--- src/rtl/satd_ctrl_if.sv ---
// satd_ctrl_if: row-buffer read port and SATD datapath port of the SATD
// sequencing controller.
//   mem_rd_en/mem_addr          controller -> row buffers (read request)
//   mem_org_data/mem_cur_data   row buffers -> controller (1 cycle after read)
//   dp_org/dp_cur/dp_valid/
//   dp_first/dp_last            controller -> SATD datapath (row stream)
//   dp_res/dp_res_valid         SATD datapath -> controller (block result)
// modport master: controller side; modport slave: memory/datapath side.
interface satd_ctrl_if #(
  parameter int ADDR_W = 10,
  parameter int DP_W   = 16
);
  logic              mem_rd_en;
  logic [ADDR_W-1:0] mem_addr;
  logic [63:0]       mem_org_data;
  logic [63:0]       mem_cur_data;
  logic [63:0]       dp_org;
  logic [63:0]       dp_cur;
  logic              dp_valid;
  logic              dp_first;
  logic              dp_last;
  logic [DP_W-1:0]   dp_res;
  logic              dp_res_valid;

  modport master (
    output mem_rd_en, mem_addr, dp_org, dp_cur, dp_valid, dp_first, dp_last,
    input  mem_org_data, mem_cur_data, dp_res, dp_res_valid
  );

  modport slave (
    input  mem_rd_en, mem_addr, dp_org, dp_cur, dp_valid, dp_first, dp_last,
    output mem_org_data, mem_cur_data, dp_res, dp_res_valid
  );
endinterface

--- src/rtl/satd_ctrl.sv ---
// satd_ctrl: sequences 8x8 blocks from the row buffers into the SATD
// datapath and accumulates a saturating total cost per request.
//   clk, rst           clock, asynchronous active-low reset
//   start              request pulse (sampled in IDLE only)
//   base_addr          row address of block 0 (sampled with start)
//   num_blocks         number of blocks (sampled with start, 0 legal)
//   bus                row-buffer and datapath port (satd_ctrl_if.master)
//   busy               high outside IDLE
//   done               one-cycle completion pulse
//   satd_cost          total cost, valid from done until next start
//   overflow           sticky: accumulator saturated in this request
//   timeout_err        sticky: a block result timed out in this request
module satd_ctrl #(
  parameter int ADDR_W  = 10,
  parameter int DP_W    = 16,
  parameter int ACC_W   = 24,
  parameter int TMO_CYC = 64
) (
  input  logic              clk,
  input  logic              rst,
  input  logic              start,
  input  logic [ADDR_W-1:0] base_addr,
  input  logic [3:0]        num_blocks,
  satd_ctrl_if.master       bus,
  output logic              busy,
  output logic              done,
  output logic [ACC_W-1:0]  satd_cost,
  output logic              overflow,
  output logic              timeout_err
);
  localparam int TMO_W = (TMO_CYC > 1) ? $clog2(TMO_CYC) : 1;
  localparam logic [TMO_W-1:0] TMO_LAST = TMO_W'(TMO_CYC - 1);

  typedef enum logic [2:0] {S_IDLE, S_FETCH, S_DRAIN, S_WAIT, S_DONE} state_e;

  state_e            state_q;
  logic [ADDR_W-1:0] base_q, mem_addr_q;
  logic [3:0]        blk_q, blk_left_q;
  logic [2:0]        row_q;
  logic              drain_q;
  logic [TMO_W-1:0]  tmo_q;
  logic [ACC_W-1:0]  acc_q, satd_cost_q;
  logic              ovf_q, tmo_err_q, busy_q, done_q;
  logic              mem_rd_en_q, rd_first_q, rd_last_q;
  logic              rd_v1_q, rd_f1_q, rd_l1_q;
  logic              dp_valid_q, dp_first_q, dp_last_q;
  logic [63:0]       dp_org_q, dp_cur_q;

  logic [ACC_W:0]    acc_sum_d;
  logic              sat_d;
  logic [ACC_W-1:0]  cost_d;
  logic [ADDR_W-1:0] next_base_d;

  always_comb begin
    acc_sum_d   = {1'b0, acc_q} + (ACC_W+1)'(bus.dp_res);
    sat_d       = bus.dp_res_valid && acc_sum_d[ACC_W];
    cost_d      = acc_q;
    if (bus.dp_res_valid) cost_d = sat_d ? '1 : acc_sum_d[ACC_W-1:0];
    next_base_d = base_q + ADDR_W'({blk_q + 4'd1, 3'b000});
  end

  // The read address is registered and advanced by one per row, so it is
  // reloaded with base + blk*8 whenever a block's FETCH is entered.
  always_ff @(posedge clk or negedge rst) begin
    if (!rst) begin
      state_q     <= S_IDLE;
      base_q      <= '0;
      mem_addr_q  <= '0;
      blk_q       <= '0;
      blk_left_q  <= '0;
      row_q       <= '0;
      drain_q     <= 1'b0;
      tmo_q       <= '0;
      acc_q       <= '0;
      satd_cost_q <= '0;
      ovf_q       <= 1'b0;
      tmo_err_q   <= 1'b0;
      busy_q      <= 1'b0;
      done_q      <= 1'b0;
      mem_rd_en_q <= 1'b0;
      rd_first_q  <= 1'b0;
      rd_last_q   <= 1'b0;
    end else begin
      done_q <= 1'b0;
      case (state_q)
        S_IDLE: begin
          if (start) begin
            base_q     <= base_addr;
            blk_left_q <= num_blocks;
            blk_q      <= '0;
            row_q      <= '0;
            acc_q      <= '0;
            ovf_q      <= 1'b0;
            tmo_err_q  <= 1'b0;
            busy_q     <= 1'b1;
            if (num_blocks == 4'd0) begin
              state_q     <= S_DONE;
              done_q      <= 1'b1;
              satd_cost_q <= '0;
            end else begin
              state_q     <= S_FETCH;
              mem_rd_en_q <= 1'b1;
              rd_first_q  <= 1'b1;
              rd_last_q   <= 1'b0;
              mem_addr_q  <= base_addr;
            end
          end
        end
        S_FETCH: begin
          row_q      <= row_q + 3'd1;
          mem_addr_q <= mem_addr_q + ADDR_W'(1);
          rd_first_q <= 1'b0;
          rd_last_q  <= (row_q == 3'd6);
          if (row_q == 3'd7) begin
            state_q     <= S_DRAIN;
            mem_rd_en_q <= 1'b0;
            rd_last_q   <= 1'b0;
            drain_q     <= 1'b0;
          end
        end
        S_DRAIN: begin
          drain_q <= 1'b1;
          if (drain_q) begin
            state_q <= S_WAIT;
            tmo_q   <= '0;
          end
        end
        S_WAIT: begin
          if (bus.dp_res_valid || tmo_q == TMO_LAST) begin
            acc_q <= cost_d;
            if (sat_d) ovf_q <= 1'b1;
            if (!bus.dp_res_valid) tmo_err_q <= 1'b1;
            blk_left_q <= blk_left_q - 4'd1;
            blk_q      <= blk_q + 4'd1;
            row_q      <= '0;
            if (blk_left_q == 4'd1) begin
              state_q     <= S_DONE;
              done_q      <= 1'b1;
              satd_cost_q <= cost_d;
            end else begin
              state_q     <= S_FETCH;
              mem_rd_en_q <= 1'b1;
              rd_first_q  <= 1'b1;
              mem_addr_q  <= next_base_d;
            end
          end else begin
            tmo_q <= tmo_q + TMO_W'(1);
          end
        end
        S_DONE: begin
          state_q <= S_IDLE;
          busy_q  <= 1'b0;
        end
        default: state_q <= S_IDLE;
      endcase
    end
  end

  // Two-stage row pipeline: read data arrives one cycle after the strobe and
  // is registered once more before it is presented to the datapath.
  always_ff @(posedge clk or negedge rst) begin
    if (!rst) begin
      rd_v1_q    <= 1'b0;
      rd_f1_q    <= 1'b0;
      rd_l1_q    <= 1'b0;
      dp_valid_q <= 1'b0;
      dp_first_q <= 1'b0;
      dp_last_q  <= 1'b0;
      dp_org_q   <= '0;
      dp_cur_q   <= '0;
    end else begin
      rd_v1_q    <= mem_rd_en_q;
      rd_f1_q    <= mem_rd_en_q && rd_first_q;
      rd_l1_q    <= mem_rd_en_q && rd_last_q;
      dp_valid_q <= rd_v1_q;
      dp_first_q <= rd_f1_q;
      dp_last_q  <= rd_l1_q;
      if (rd_v1_q) begin
        dp_org_q <= bus.mem_org_data;
        dp_cur_q <= bus.mem_cur_data;
      end
    end
  end

  assign bus.mem_rd_en = mem_rd_en_q;
  assign bus.mem_addr  = mem_addr_q;
  assign bus.dp_org    = dp_org_q;
  assign bus.dp_cur    = dp_cur_q;
  assign bus.dp_valid  = dp_valid_q;
  assign bus.dp_first  = dp_first_q;
  assign bus.dp_last   = dp_last_q;
  assign busy          = busy_q;
  assign done          = done_q;
  assign satd_cost     = satd_cost_q;
  assign overflow      = ovf_q;
  assign timeout_err   = tmo_err_q;
endmodule

--- src/flat_wrapper.sv ---
// flat-port wrapper written by rule: the top's interface ports become plain ports
module satd_ctrl_flat 
#(
  parameter int ADDR_W  = 10,
  parameter int DP_W    = 16,
  parameter int ACC_W   = 24,
  parameter int TMO_CYC = 64
)
  (clk, rst, start, base_addr, num_blocks, busy, done, satd_cost, overflow, timeout_err, bus_mem_rd_en, bus_mem_addr, bus_dp_org, bus_dp_cur, bus_dp_valid, bus_dp_first, bus_dp_last, bus_mem_org_data, bus_mem_cur_data, bus_dp_res, bus_dp_res_valid);
  satd_ctrl_if #(.ADDR_W(ADDR_W), .DP_W(DP_W)) bus_i ();
  input  logic clk;
  input  logic rst;
  input  logic start;
  input  logic [ADDR_W-1:0] base_addr;
  input  logic [3:0] num_blocks;
  output logic busy;
  output logic done;
  output logic [ACC_W-1:0] satd_cost;
  output logic overflow;
  output logic timeout_err;
  output wire logic [$bits(bus_i.mem_rd_en)-1:0] bus_mem_rd_en;
  output wire logic [$bits(bus_i.mem_addr)-1:0] bus_mem_addr;
  output wire logic [$bits(bus_i.dp_org)-1:0] bus_dp_org;
  output wire logic [$bits(bus_i.dp_cur)-1:0] bus_dp_cur;
  output wire logic [$bits(bus_i.dp_valid)-1:0] bus_dp_valid;
  output wire logic [$bits(bus_i.dp_first)-1:0] bus_dp_first;
  output wire logic [$bits(bus_i.dp_last)-1:0] bus_dp_last;
  input wire logic [$bits(bus_i.mem_org_data)-1:0] bus_mem_org_data;
  input wire logic [$bits(bus_i.mem_cur_data)-1:0] bus_mem_cur_data;
  input wire logic [$bits(bus_i.dp_res)-1:0] bus_dp_res;
  input wire logic [$bits(bus_i.dp_res_valid)-1:0] bus_dp_res_valid;
  assign bus_mem_rd_en = bus_i.mem_rd_en;
  assign bus_mem_addr = bus_i.mem_addr;
  assign bus_dp_org = bus_i.dp_org;
  assign bus_dp_cur = bus_i.dp_cur;
  assign bus_dp_valid = bus_i.dp_valid;
  assign bus_dp_first = bus_i.dp_first;
  assign bus_dp_last = bus_i.dp_last;
  assign bus_i.mem_org_data = bus_mem_org_data;
  assign bus_i.mem_cur_data = bus_mem_cur_data;
  assign bus_i.dp_res = bus_dp_res;
  assign bus_i.dp_res_valid = bus_dp_res_valid;
  satd_ctrl #(.ADDR_W(ADDR_W), .DP_W(DP_W), .ACC_W(ACC_W), .TMO_CYC(TMO_CYC)) u_core (.clk(clk), .rst(rst), .start(start), .base_addr(base_addr), .num_blocks(num_blocks), .bus(bus_i), .busy(busy), .done(done), .satd_cost(satd_cost), .overflow(overflow), .timeout_err(timeout_err));
endmodule
--- config.mk ---
export PLATFORM = sky130hd
export DESIGN_NAME = satd_ctrl_flat
export DESIGN_NICKNAME = d
export VERILOG_FILES = /design/src/rtl/satd_ctrl_if.sv /design/src/rtl/satd_ctrl.sv /design/src/flat_wrapper.sv
export SDC_FILE = /design/constraint.sdc
export NUM_CORES = 1
export LEC_CHECK = 0
export ABC_AREA = 1
export CORE_MARGIN = 3
export CORE_UTILIZATION = 42
export DETAILED_ROUTE_END_ITERATION = 8
export PLACE_DENSITY_LB_ADDON = 0.3
export SYNTH_ARGS = -nofsm -noshare
export SYNTH_HDL_FRONTEND = slang
export SYNTH_SLANG_ARGS = --single-unit
--- constraint.sdc ---
create_clock -name clk -period 2.3 [get_ports clk]
set_input_delay 0.46 -clock clk [delete_from_list [all_inputs] [get_ports clk]]
set_output_delay 0.46 -clock clk [all_outputs]
set_load 0.01 [all_outputs]
# After elaboration in Yosys (flattened, before gate mapping)
# Cells that the tools add are included.
dict set report op_classes {
  addsub 7
  n_mul 0
  div_mod_pow 0
  order_cmp 0
  n_eq_ne 19
  shifts 0
  n_mux 60
  n_bitwise 0
  n_reduce_logical 25
}
# op count
set ops {}
lappend ops {{two-way mux 24 bit} 8}
lappend ops {{one-hot mux 24 bit (2 select lines)} 2}
lappend ops {{two-way mux 10 bit} 4}
lappend ops {{one-hot mux 10 bit (3 select lines)} 1}
lappend ops {{adder 24 x 16 -> 25 bit} 1}
lappend ops {{two-way mux 3 bit} 8}
lappend ops {{two-way mux 1 bit} 18}
lappend ops {{two-way mux 4 bit} 4}
lappend ops {{one-hot mux 4 bit (2 select lines)} 2}
lappend ops {{two-way mux 6 bit} 2}
lappend ops {{!= test 2 x 1 -> 1 bit (second input constant)} 6}
lappend ops {{one-hot mux 1 bit (2 select lines)} 6}
lappend ops {{one-hot mux 3 bit (4 select lines)} 1}
lappend ops {{one-hot mux 6 bit (2 select lines)} 1}
lappend ops {{AND reduction 3 bit} 4}
lappend ops {{AND reduction 4 bit} 3}
lappend ops {{adder 10 x 1 -> 10 bit (second input constant)} 1}
lappend ops {{adder 10 x 7 -> 10 bit} 1}
lappend ops {{!= test 2 bit (second input constant)} 5}
lappend ops {{AND reduction 5 bit} 2}
lappend ops {{nonzero test 2 bit} 5}
lappend ops {{== test 3 bit (second input constant)} 3}
lappend ops {{one-hot mux 3 bit (3 select lines)} 1}
lappend ops {{adder 6 x 1 -> 6 bit (second input constant)} 1}
lappend ops {{other kinds (15)} 21}
dict set report word_totals {
  ff_bits 230
  latch_bits 0
  mem_bits_rw 0
  rom_bits 0
  output_inout_bits 170
  wordCells 136
  memories 0
}

# Logic depth before layout (Yosys ltp)
dict set report depth {
  ltp_word 7
  depth_mapped 14
  depth_no_buf 14
}

# Worst setup path after synthesis
# No wires, ideal clock.
dict set report synth_path {
  kind {input to register}
  startpoint {input bus_dp_res[0]}
  endpoint {register u_core.acc_q[2]}
  arrival_time_ns 2.071
  setup_slack_ns 0.112
  stages 13
  path_buffers 1
  cell_sequence {ha_1 -> fa_1 -> nand2_1 -> nand3_1 -> nand3_1 -> nand2_2 -> nand2_2 -> nand2_2 -> a21oi_4 -> buf_6 -> nand2_2 -> nand3_1 -> nand2_1}
}
dict set report synth_via {
  elab_chain_len 6
}
# element line
set synth_lines {}
lappend synth_lines {{start, declared} flat_wrapper.sv:30} ;# input wire logic [$bits(bus_i.dp_res)-1:0] bus_dp_res;
lappend synth_lines {{adder 24 x 16 -> 25 bit *} satd_ctrl.sv:55} ;# acc_sum_d = {1'b0, acc_q} + (ACC_W+1)'(bus.dp_res);
lappend synth_lines {{logical AND 1 bit} satd_ctrl.sv:56} ;# sat_d = bus.dp_res_valid && acc_sum_d[ACC_W];
lappend synth_lines {{two-way mux 24 bit * (2 in a row)} satd_ctrl.sv:58} ;# if (bus.dp_res_valid) cost_d = sat_d ? '1 : acc_sum_d[ACC_W-1:0];
lappend synth_lines {{two-way mux 24 bit *} satd_ctrl.sv:129} ;# if (bus.dp_res_valid || tmo_q == TMO_LAST) begin
lappend synth_lines {{one-hot mux 24 bit (2 select lines) *} satd_ctrl.sv:85} ;# case (state_q)
lappend synth_lines {{end signal, assigned} satd_ctrl.sv:130} ;# acc_q <= cost_d;
lappend synth_lines {{end, declared} satd_ctrl.sv:42} ;# logic [ACC_W-1:0] acc_q, satd_cost_q;
# Every way passes the cells marked *; elsewhere a longest branch is shown, timed or not. The select of a mux whose other input is x is not followed.
# A chain may end at the register's enable or synchronous reset.

# Final worst setup path
dict set report layout_path {
  startpoint {register u_core.acc_q[0]}
  endpoint {register u_core.acc_q[13]}
}
dict set report layout_via {
  elab_chain_len 6
}
# element line
set layout_lines {}
lappend layout_lines {{adder 24 x 16 -> 25 bit *} satd_ctrl.sv:55}
lappend layout_lines {{logical AND 1 bit} satd_ctrl.sv:56}
lappend layout_lines {{two-way mux 24 bit * (2 in a row)} satd_ctrl.sv:58}
lappend layout_lines {{two-way mux 24 bit *} satd_ctrl.sv:129}
lappend layout_lines {{one-hot mux 24 bit (2 select lines) *} satd_ctrl.sv:85}
# Marks and branches as above.

==> flow_summary.json <==
{
  "whs_path_depth": 0,
  "path_class": "register to register",
  "rows": 58,
  "ff2ff_setup_slack_ns": 0.22,
  "critical_path.max_fanout": 7,
  "vias": 9382,
  "final-hold-violation-count": 0,
  "arrival_ns": 2.50,
  "min_period_over_period_pct": 90.5,
  "vias_per_cell": 4.92,
  "p_per_area_nw_per_um2": 986,
  "wl_per_cell_um": 16.9,
  "synth_cells": 1163,
  "synth-xor-area-share_pct": 1.42,
  "ys_types": 44,
  "place.gp.congestion": 0.882,
  "grt_pass1_wl_um": 51100,
  "grt_pass1_vias": 9355,
  "yosysMostFrequentCell": "nand2_1",
  "nNetsFinal": 1748,
  "cts.sink_count": 230,
  "start_util_pct": 43.4,
  "wirelength_um": 32300,
  "worstSetupStartpointType": "register",
  "status": "complete, no violations",
  "max_freq_ghz": 0.480,
  "holdWs_ns": 0.351,
  "core_um2": 25500,
  "crit_start": "u_core.acc_q[0]",
  "yosys-top-cells-area": "dfrtp_1, mux2_2, nand2_1",
  "firstDrtPassIters": 5,
  "ys_ff_latch": 230,
  "grt_max_degree": 62,
  "critPathCaptureType": "register",
  "cts_htree_levels": 1,
  "synthFlopType": "dfrtp_1",
  "synth_seq_area_share_pct": 51.9,
  "cap_violations": 0,
  "synth_mux_area_share_pct": 13.1,
  "dr.first_iter.drc_count": 523,
  "syn_to_final_growth_pct": 46.2,
  "dieArea_um2": 28400,
  "syn_avg_cell_area_um2": 9.54,
  "holdCritPathClass": "register to register",
  "cts_made_buffers": 26,
  "synth_edf_count": 0,
  "yosys.area_share.adder_pct": 3.52,
  "synth_top_family_by_area": "simple AND/OR/NAND/NOR gates",
  "yosys.area_share.simple_pct": 19.9,
  "ios": 332,
  "track_usage_pct": 22.2,
  "antenna_left": 0,
  "finClkSkew_ns": 0.0129,
  "path_clk_slew_ns": 0.06,
  "synth_compound_area_share_pct": 4.66,
  "layout_setup_ws_ns": 0.218,
  "slew_violations": 0,
  "clock-root-buffer": "clkbuf_16",
  "min-delay-start": "u_core.rd_l1_q",
  "die_h_um": 168,
  "reg2reg_from": "u_core.acc_q[0]",
  "grt_overflow": 0,
  "post-cts-setup-buffer-count": 0,
  "min_period_ns": 2.08,
  "drc": 0,
  "required_ns": 2.72,
  "clock_path_buffers": 3,
  "portBuffers": 331,
  "synth_top_area_cell": "dfrtp_1",
  "synthesis.nets": 1355,
  "synth_top_area_share_pct": 51.9,
  "p_leak_nw": 7.51,
  "rr_worst_depth": 13,
  "peakVddDrop_uv": 591,
  "netlist_top_cells_count": "nand2_1, dfrtp_1, mux2_2",
  "tritoncts": "built",
  "final_layout_size_suffix_gt1_share_pct": 17.9,
  "die_w_um": 168,
  "pre_cts_ws_ns": -0.387,
  "grt_antenna_before_repair": 5,
  "place_hpwl_um": 24700,
  "synth_async_sr_flop_share_pct": 100,
  "setup_viol": 0,
  "worst_slew_pin_slew_ns": 0.503,
  "netlist_area_um2": 11100,
  "rsz0062_at_grt": "no",
  "relSlewSlack_pct": 66.5,
  "clock_latency_ns": 0.53,
  "synth-warning-count": 0
}
[report_power, final]
part	total, mW	switching, mW	internal, mW	leakage, nW
clock	4.42	1.65	2.77	0.438
sequential	5.36	0.537	4.82	2.83
combinational	6.21	3.35	2.86	4.25
total	16.0	5.54	10.4	7.51
[cell type report]
type / count / area [um2]
clock buffers: 33 / 687
repair buffers: 404 / 3990
clock inverters: 10 / 215
diodes: 5 / 12.5
well taps: 330 / 413
inverters: 106 / 403
fillers: 2154 / 9340
multi-input cells: 788 / 4730
flip-flops and latches: 230 / 5760
[state kept, by name (all words and copies together), names as in the netlist, 3 cells and up]
name	count
u_core.state_q	3
u_core.bus.mem_addr	10
u_core.bus.dp_cur	64
u_core.row_q	3
u_core.tmo_q	6
u_core.bus.dp_org	64
u_core.acc_q	24
u_core.blk_left_q	4
u_core.satd_cost	24
u_core.base_q	10
u_core.blk_q	4
[cells in the final DEF, fill, tap and decap left out, drive strengths merged, types with 3 or more instances in the layout]
cell | netlist | final
clkdlybuf4s50 | 0 | 330
mux2 | 128 | 128
o31ai | 3 | 3
ha | 28 | 28
o21ai | 53 | 53
nand3 | 102 | 102
clkbuf | 8 | 33
bufinv | 0 | 6
nand2 | 306 | 306
nand3b | 3 | 3
clkinv | 1 | 5
xor2 | 9 | 9
dfrtp | 230 | 230
buf | 31 | 73
diode | 0 | 5
nor4 | 3 | 3
nor3 | 6 | 6
a21oi | 21 | 21
xnor2 | 9 | 9
nand4 | 5 | 5
nor2 | 93 | 93
o211ai | 4 | 4
inv | 105 | 105
[cells by family (layout without fill, tap and decap cells)]
logic type                 count (synthesis)  after routing
and+or+nand+nor                          521            521
DFF                                      230            230
buffers and inverters                    145            553
muxes                                    129            129
AOI/OAI and AO/OA                         90             90
adders and majority gates                 30             30
xor gates and xnor gates                  18             18
other                                      0              5
[worst paths after layout]
path | end
worst min register to register | u_core.bus.dp_last
min in group asynchronous | u_core.satd_cost[5]
worst max-delay path | u_core.acc_q[13]
worst min-delay path | u_core.bus.dp_last
max in group asynchronous | u_core.bus.dp_cur[36]
worst max register to register | u_core.acc_q[13]
[critical path: stages, from the launching register on]
cell and delay (ns):
dfrtp_1 0.40, ha_1 0.22, fa_2 0.34, nand2_1 0.08, nand3_1 0.09, nand3_1 0.10, nand2_2 0.07, nand2_2 0.06
nand2_2 0.08, a21oi_4 0.16, buf_6 0.16, nand2_1 0.08, nand3_1 0.09, nand2_1 0.06
[per-stage QoR]
| step | total power [mW] | TNS (ns) | cell area [um2] | util (%) | cells |
|---|---|---|---|---|---|
| after detailed placement | 11.6 | -14.94 | 15300 | 59.8 | 1857 |
| after global routing | 17.1 | 0 | 16200 | 63.5 | 1906 |
| final | 16.0 | 0 | 16200 | 63.5 | 1906 |
| after global placement | 11.5 | -13.37 | 15300 | 59.8 | 1857 |
| after CTS | 16.1 | 0 | 16200 | 63.4 | 1901 |
| after floorplan | 8.84 | 0 | 11100 | - | 1163 |
[metal layers]
metal	global-route usage, %	vias to the layer above	part of all wire (%)
met5	0	-	0
met4	5.37	0	1.8
met3	3.97	41	5.9
met2	39.3	278	51
met1	28.3	4471	41
li1	-	4592	-
[timing repair]
| action | CTS | global route |
|---|---|---|
| resized for setup | 0 | 5 |
| setup endpoints to repair | 0 | 24 |
| endpoints found under the hold margin | 55 | 0 |
| hold buffers | 1 | 0 |
No activity file was read; power rests on OpenSTA's default activity.
